## config.mk

```make
export PLATFORM = sky130hd
export DESIGN_NAME = xfer_sequencer
export DESIGN_NICKNAME = d
export VERILOG_FILES = /design/src/rtl/xfer_sequencer.sv
export SDC_FILE = /design/constraint.sdc
export NUM_CORES = 1
export LEC_CHECK = 0
export ABC_CLOCK_PERIOD_IN_PS = 1700
export CAP_MARGIN = 30
export CORE_MARGIN = 2
export CORE_UTILIZATION = 44
export CTS_CLUSTER_SIZE = 14
export DETAILED_ROUTE_END_ITERATION = 16
export PLACE_DENSITY_LB_ADDON = 0.15
export SETUP_SLACK_MARGIN = 0.02
export SLEW_MARGIN = 10
export SYNTH_ARGS = -nofsm -noshare
export SYNTH_HDL_FRONTEND = slang
export SYNTH_SLANG_ARGS = --single-unit
```

## constraint.sdc

```tcl
create_clock -name clock -period 1.7 [get_ports clock]
set_input_delay 0.34 -clock clock [delete_from_list [all_inputs] [get_ports clock]]
set_output_delay 0.34 -clock clock [all_outputs]
set_load 0.02 [all_outputs]
```

## src/rtl/xfer_sequencer.sv

```systemverilog
// -----------------------------------------------------------------------------
// xfer_sequencer
//
// Timed, handshaked register-transfer sequencer for the relay computer model.
// A transfer runs as: select the source, let the bus settle, pulse load on
// one or more destinations, hold the select, then release. Illegal requests
// are accepted and immediately rejected with a one-cycle err pulse.
//
// Ports:
//   clock       in   rising-edge system clock
//   reset_n     in   asynchronous active-low reset
//   req_valid   in   transfer request present
//   req_ready   out  sequencer idle and able to accept a request
//   req_src     in   source register index
//   req_dst     in   destination mask, bit i loads register i
//   sel         out  one-hot source select to the register file
//   load        out  destination load strobes
//   busy        out  transfer in progress
//   done        out  one-cycle pulse when a legal transfer completes
//   err         out  one-cycle pulse when an illegal request is rejected
//   xfer_count  out  completed legal transfers, wraps modulo 2^CNT_W
// -----------------------------------------------------------------------------
module xfer_sequencer #(
    parameter int NUM_REGS  = 10,
    parameter int SEL_W     = $clog2(NUM_REGS),
    parameter int SETUP_CYC = 2,
    parameter int LOAD_CYC  = 1,
    parameter int HOLD_CYC  = 1,
    parameter int CNT_W     = 16
) (
    input  logic                clock,
    input  logic                reset_n,
    input  logic                req_valid,
    output logic                req_ready,
    input  logic [SEL_W-1:0]    req_src,
    input  logic [NUM_REGS-1:0] req_dst,
    output logic [NUM_REGS-1:0] sel,
    output logic [NUM_REGS-1:0] load,
    output logic                busy,
    output logic                done,
    output logic                err,
    output logic [CNT_W-1:0]    xfer_count
);

    localparam logic [1:0] IDLE  = 2'd0;
    localparam logic [1:0] SETUP = 2'd1;
    localparam logic [1:0] LOAD  = 2'd2;
    localparam logic [1:0] HOLD  = 2'd3;

    // Phase counter only needs to count down from the longest phase length.
    localparam int MAX_SL  = (SETUP_CYC > LOAD_CYC) ? SETUP_CYC : LOAD_CYC;
    localparam int MAX_CYC = (MAX_SL > HOLD_CYC) ? MAX_SL : HOLD_CYC;
    localparam int PH_W    = (MAX_CYC > 1) ? $clog2(MAX_CYC) : 1;

    localparam logic [PH_W-1:0]  PH_ZERO   = PH_W'(0);
    localparam logic [PH_W-1:0]  PH_ONE    = PH_W'(1);
    localparam logic [PH_W-1:0]  SETUP_LD  = PH_W'(SETUP_CYC - 1);
    localparam logic [PH_W-1:0]  LOAD_LD   = PH_W'(LOAD_CYC - 1);
    localparam logic [PH_W-1:0]  HOLD_LD   = PH_W'((HOLD_CYC > 0) ? (HOLD_CYC - 1) : 0);
    localparam logic             SKIP_HOLD = (HOLD_CYC == 0) ? 1'b1 : 1'b0;
    localparam logic [CNT_W-1:0] CNT_ONE   = CNT_W'(1);

    // One-hot decode of a source index; out-of-range indices decode to zero.
    function automatic logic [NUM_REGS-1:0] decode_src(input logic [SEL_W-1:0] src);
        decode_src = {NUM_REGS{1'b0}};
        for (int i = 0; i < NUM_REGS; i++) begin
            decode_src[i] = (src == SEL_W'(i));
        end
    endfunction

    // A request is legal when the source exists, at least one destination is
    // named, and the source is not also a destination.
    function automatic logic is_legal(input logic [NUM_REGS-1:0] src_oh,
                                      input logic [NUM_REGS-1:0] dst);
        is_legal = (|src_oh) && (|dst) && !(|(src_oh & dst));
    endfunction

    logic [1:0]          state_r,  state_s;
    logic [PH_W-1:0]     phase_r,  phase_s;
    logic [NUM_REGS-1:0] sel_r,    sel_s;
    logic [NUM_REGS-1:0] load_r,   load_s;
    logic [NUM_REGS-1:0] dst_r,    dst_s;
    logic [CNT_W-1:0]    count_r,  count_s;
    logic                done_r,   done_s;
    logic                err_r,    err_s;
    logic                busy_r;
    logic                ready_r;
    logic [NUM_REGS-1:0] src_oh_s;

    assign src_oh_s = decode_src(req_src);

    // Next-state and next-output computation for the transfer sequence.
    always_comb begin
        state_s = state_r;
        phase_s = phase_r;
        sel_s   = sel_r;
        load_s  = load_r;
        dst_s   = dst_r;
        count_s = count_r;
        done_s  = 1'b0;
        err_s   = 1'b0;
        case (state_r)
            IDLE: begin
                sel_s  = {NUM_REGS{1'b0}};
                load_s = {NUM_REGS{1'b0}};
                if (req_valid) begin
                    if (is_legal(src_oh_s, req_dst)) begin
                        state_s = SETUP;
                        phase_s = SETUP_LD;
                        sel_s   = src_oh_s;
                        dst_s   = req_dst;
                    end else begin
                        err_s = 1'b1;
                    end
                end else begin
                    state_s = IDLE;
                end
            end
            SETUP: begin
                if (phase_r == PH_ZERO) begin
                    state_s = LOAD;
                    phase_s = LOAD_LD;
                    load_s  = dst_r;
                end else begin
                    phase_s = phase_r - PH_ONE;
                end
            end
            LOAD: begin
                if (phase_r == PH_ZERO) begin
                    load_s = {NUM_REGS{1'b0}};
                    if (SKIP_HOLD) begin
                        state_s = IDLE;
                        sel_s   = {NUM_REGS{1'b0}};
                        done_s  = 1'b1;
                        count_s = count_r + CNT_ONE;
                    end else begin
                        state_s = HOLD;
                        phase_s = HOLD_LD;
                    end
                end else begin
                    phase_s = phase_r - PH_ONE;
                end
            end
            HOLD: begin
                if (phase_r == PH_ZERO) begin
                    state_s = IDLE;
                    sel_s   = {NUM_REGS{1'b0}};
                    done_s  = 1'b1;
                    count_s = count_r + CNT_ONE;
                end else begin
                    phase_s = phase_r - PH_ONE;
                end
            end
            default: begin
                state_s = IDLE;
                phase_s = PH_ZERO;
                sel_s   = {NUM_REGS{1'b0}};
                load_s  = {NUM_REGS{1'b0}};
            end
        endcase
    end

    // State and output registers; busy/ready are registered from the next
    // state so they line up with sel and load.
    always_ff @(posedge clock or negedge reset_n) begin
        if (!reset_n) begin
            state_r <= IDLE;
            phase_r <= PH_ZERO;
            sel_r   <= {NUM_REGS{1'b0}};
            load_r  <= {NUM_REGS{1'b0}};
            dst_r   <= {NUM_REGS{1'b0}};
            count_r <= {CNT_W{1'b0}};
            done_r  <= 1'b0;
            err_r   <= 1'b0;
            busy_r  <= 1'b0;
            ready_r <= 1'b1;
        end else begin
            state_r <= state_s;
            phase_r <= phase_s;
            sel_r   <= sel_s;
            load_r  <= load_s;
            dst_r   <= dst_s;
            count_r <= count_s;
            done_r  <= done_s;
            err_r   <= err_s;
            busy_r  <= (state_s != IDLE);
            ready_r <= (state_s == IDLE);
        end
    end

    assign sel        = sel_r;
    assign load       = load_r;
    assign busy       = busy_r;
    assign done       = done_r;
    assign err        = err_r;
    assign req_ready  = ready_r;
    assign xfer_count = count_r;

endmodule

```

==> flow_metrics.tcl, run 1 <==
set metrics [dict create \
    status "complete, no violations" \
    final.setup_skew_ps 6.450 \
    place_ws_ps -711.6 \
    nFillCells 416 \
    cts_max_level 2 \
    initial_core_util 0.4544 \
    core_sq_um 5075 \
    hold_path_class "in -> async" \
    required_ps 1900 \
    crit_fanout 5 \
    combinationalPowerShare 0.393 \
    synth_compound_area_frac 0.1389 \
    place_congestion 0.8474 \
    yosys.area_share.simple 0.1259 \
    synth-seq-cells 53 \
    drt-total-wl_mm 5.123 \
    grt_pass1_wl_mm 8.328 \
    syn_inst 177 \
    drive_gt1_frac 0.2677 \
    tightest_slew_ps 652.5 \
    final_cell_count_no_fill 339 \
    synth_fa_ha_area_frac 0.009767 \
    cts_made_buffers 5 \
    rsz0062_at_grt "true" \
    hold_buffers 0 \
    diodes 0 \
    cts.clk_slew.worst_paths_ps 90 \
    slew_viol_final 0 \
    path_class "in -> reg" \
    dpl.hpwl_mm 3.658 \
    clockBufferDepth 2 \
    yosys.area.top_type "dfrtp_1" \
    seq_area_frac_synth 0.5757 \
    cts_num_sinks 53 \
    max-slew-margin-rel 0.5634 \
    worstSetupEndpointType "flip-flop" \
    die_w_um 76.40 \
    port_buffers 56 \
    switching_share 0.3364 \
    grt_max_degree 30 \
    drc 0 \
    synth_flop_cell "dfrtp_1" \
    worst_slack_ps 49.63 \
    num_vias 1739 \
    synth_cell_types 43 \
    power_uw 4232 \
    muxShareOfSynthArea 0.06837 \
    final.min_clock_period_ps 1650 \
    synth_edf_count 0 \
    p_per_area_nw_per_um2 1283 \
    synthArstFlopShare 1.000 \
    routedWlPerCell_um 15.11 \
    die-area_sq_um 5836 \
    first_global_vias 1666 \
    synthXorXnorAreaFrac 0.06077 \
    clockPowerShare 0.171 \
    clk_latency_ps 310 \
    ant_nets 0 \
    grt_util_all_layers 0.1786 \
    setup_viol 0 \
    maxCapViolations 0 \
    timing.hold.ws_ps 3.145 \
    final_nets 286 \
    synth.avg_cell_area_sq_um 13.03 \
    cts_root_buffer "clkbuf_8" \
    synth_area_leaders "dfrtp_1, a22o_1, mux2_4, xnor2_1, a32o_1" \
    antenna_found_initial 0 \
    cp-start-kind "input port" \
    drt-vias-per-instance 5.130 \
    rows 26 \
    post-route-period-util 0.9708 \
    drt_iter0_drc 96 \
    drt-pass1-iter-count 4 \
    area_delta_synth_final_pct 43.08 \
    pin_count 57 \
    arrival_ps 1850 \
    power.leakage_uw 0.001581 \
    synth_warnings 0 \
    syn_area_sq_um 2306 \
    max_freq_mhz 605.9 \
    synth_top_family_by_area "compound AO/OA/AOI/OAI gates" \
    peakVddDrop_mv 0.8677 \
    switching_power_uw 1424 \
    place_inst 326 \
    grt_overflow_total 0 \
    die_h_um 76.40 \
    syn_nets 195 \
    p_seq_frac 0.437 \
    p_int_uw 2808 \
    cts_tree "yes" \
    yosysTopAreaCellShare 0.5643 \
    hold_viol_final 0 \
]
[what timing repair did]
| item | in CTS | in global routing |
|---|---|---|
| setup buffers | 1 | 3 |
| gates cloned | 1 | 0 |
| pin swaps | 11 | 8 |
| gates resized for setup | 58 | 12 |
| hold endpoints to repair | 0 | 0 |
| endpoints found under the setup margin | 38 | 20 |
[metal layers]
metal	vias to the layer above	GRT usage	wire length (um)
met3	7	0.04384	261
met4	0	0.06909	70
met1	853	0.2555	2501
met2	43	0.2637	2289
met5	-	0	0
li1	836	-	-
[sequential cells by signal, summed over array words and instances (netlist names)]
register    flops
phase_r         1
dst_r          10
done            1
req_ready       1
sel            10
load           10
err             1
state_r         2
busy            1
xfer_count     16
[per-stage QoR]
step,setup TNS [ps],utilization,instance area (sq um)
final,0,0.6501,3299
after global routing,-11.52,0.6501,3299
after CTS,0,0.6428,3262
after detailed placement,-14580,0.6198,3146
after global placement,-14190,0.6198,3146
after floorplan,-1483,-,2338
[power by group through the flow]
stage / Sequential [uW] / Combinational [uW] / Clock, uW
floorplan: 2090 / 676 / 0
global placement: 1870 / 1640 / 0
detailed placement: 1870 / 1670 / 0
CTS: 1850 / 1670 / 750
global route: 1890 / 1770 / 801
finish: 1850 / 1660 / 722
[path summary, 6_finish.rpt]
path | start | end | slack (ps) | cells after the start
max | req_src[1] | dst_r[1] | 50 | 7
min | reset_n | xfer_count[13] | 3 | 2
max reg2reg | state_r[1] | dst_r[1] | 110 | 5
min reg2reg | xfer_count[15] | xfer_count[15] | 480 | 1
max in group asynchronous | reset_n | req_ready | 1350 | 2
min in group clock | req_dst[9] | dst_r[9] | 270 | 2
[area by class of cell]
type,count,area (sq um),area share
clock inverter,1,7.507,0.002275
inverter,3,11.26,0.003413
timing repair buffer,88,800.8,0.2427
sequential,53,1328,0.4024
multi-input combinational,117,978.4,0.2965
clock buffer,7,86.33,0.02617
tap,70,87.58,0.02655
[placed cells by master, fill, tap and decap left out, types with 3 or more instances in the layout]
master,instances
a22o_1,11
a32o_1,7
and2_1,3
buf_2,4
buf_4,27
buf_6,5
clkbuf_8,6
clkdlybuf4s50_1,26
dfrtp_1,52
dlygate4sd2_1,19
mux2_2,6
mux2_4,6
nand2_1,10
nand3_1,7
nand4_1,3
nor2_1,14
o21ai_0,3
xnor2_1,10
xor2_1,6
[logic make-up after synthesis]
kind of cell             count (synthesis)
buffers and inverters                    7
XOR/XNOR                                16
adder cells (fa/ha/maj)                  2
multiplexers                            12
AO/OA/AOI/OAI                           33
flip-flops                              53
AND/OR/NAND/NOR                         54
[critical path, cell delays in order]
cell and delay (ps):
buf_2 140, mux2_4 320, a32oi_4 220, o311ai_4 150, nor2_4 210, clkbuf_16 180, mux2_4 290
[synth_stat cells (2+ instances only)]
cell type	instances
mux2_2	6
xnor2_1	10
nand4_1	3
nor3b_1	2
buf_2	2
xor2_1	6
o21ai_0	4
nor2b_1	2
a22o_1	11
nand2_1	10
and4_1	2
mux2_4	6
nor2_1	14
inv_1	2
and2_1	4
dfrtp_1	52
a32o_1	7
nand3_1	7
and3_1	2
nor4_1	2
No activity file was read; power rests on OpenSTA's default activity.
==> inputs of run 2 (changes only) <==
--- a/config.mk
+++ b/config.mk
@@ -6,7 +6,7 @@
 export NUM_CORES = 1
 export LEC_CHECK = 0
 export ABC_CLOCK_PERIOD_IN_PS = 1700
-export CAP_MARGIN = 30
+export CAP_MARGIN = 20
 export CORE_MARGIN = 2
 export CORE_UTILIZATION = 44
 export CTS_CLUSTER_SIZE = 14
==> results of run 2 <==
Same layout as run 1: the final DEF is identical, and so are final timing and power.
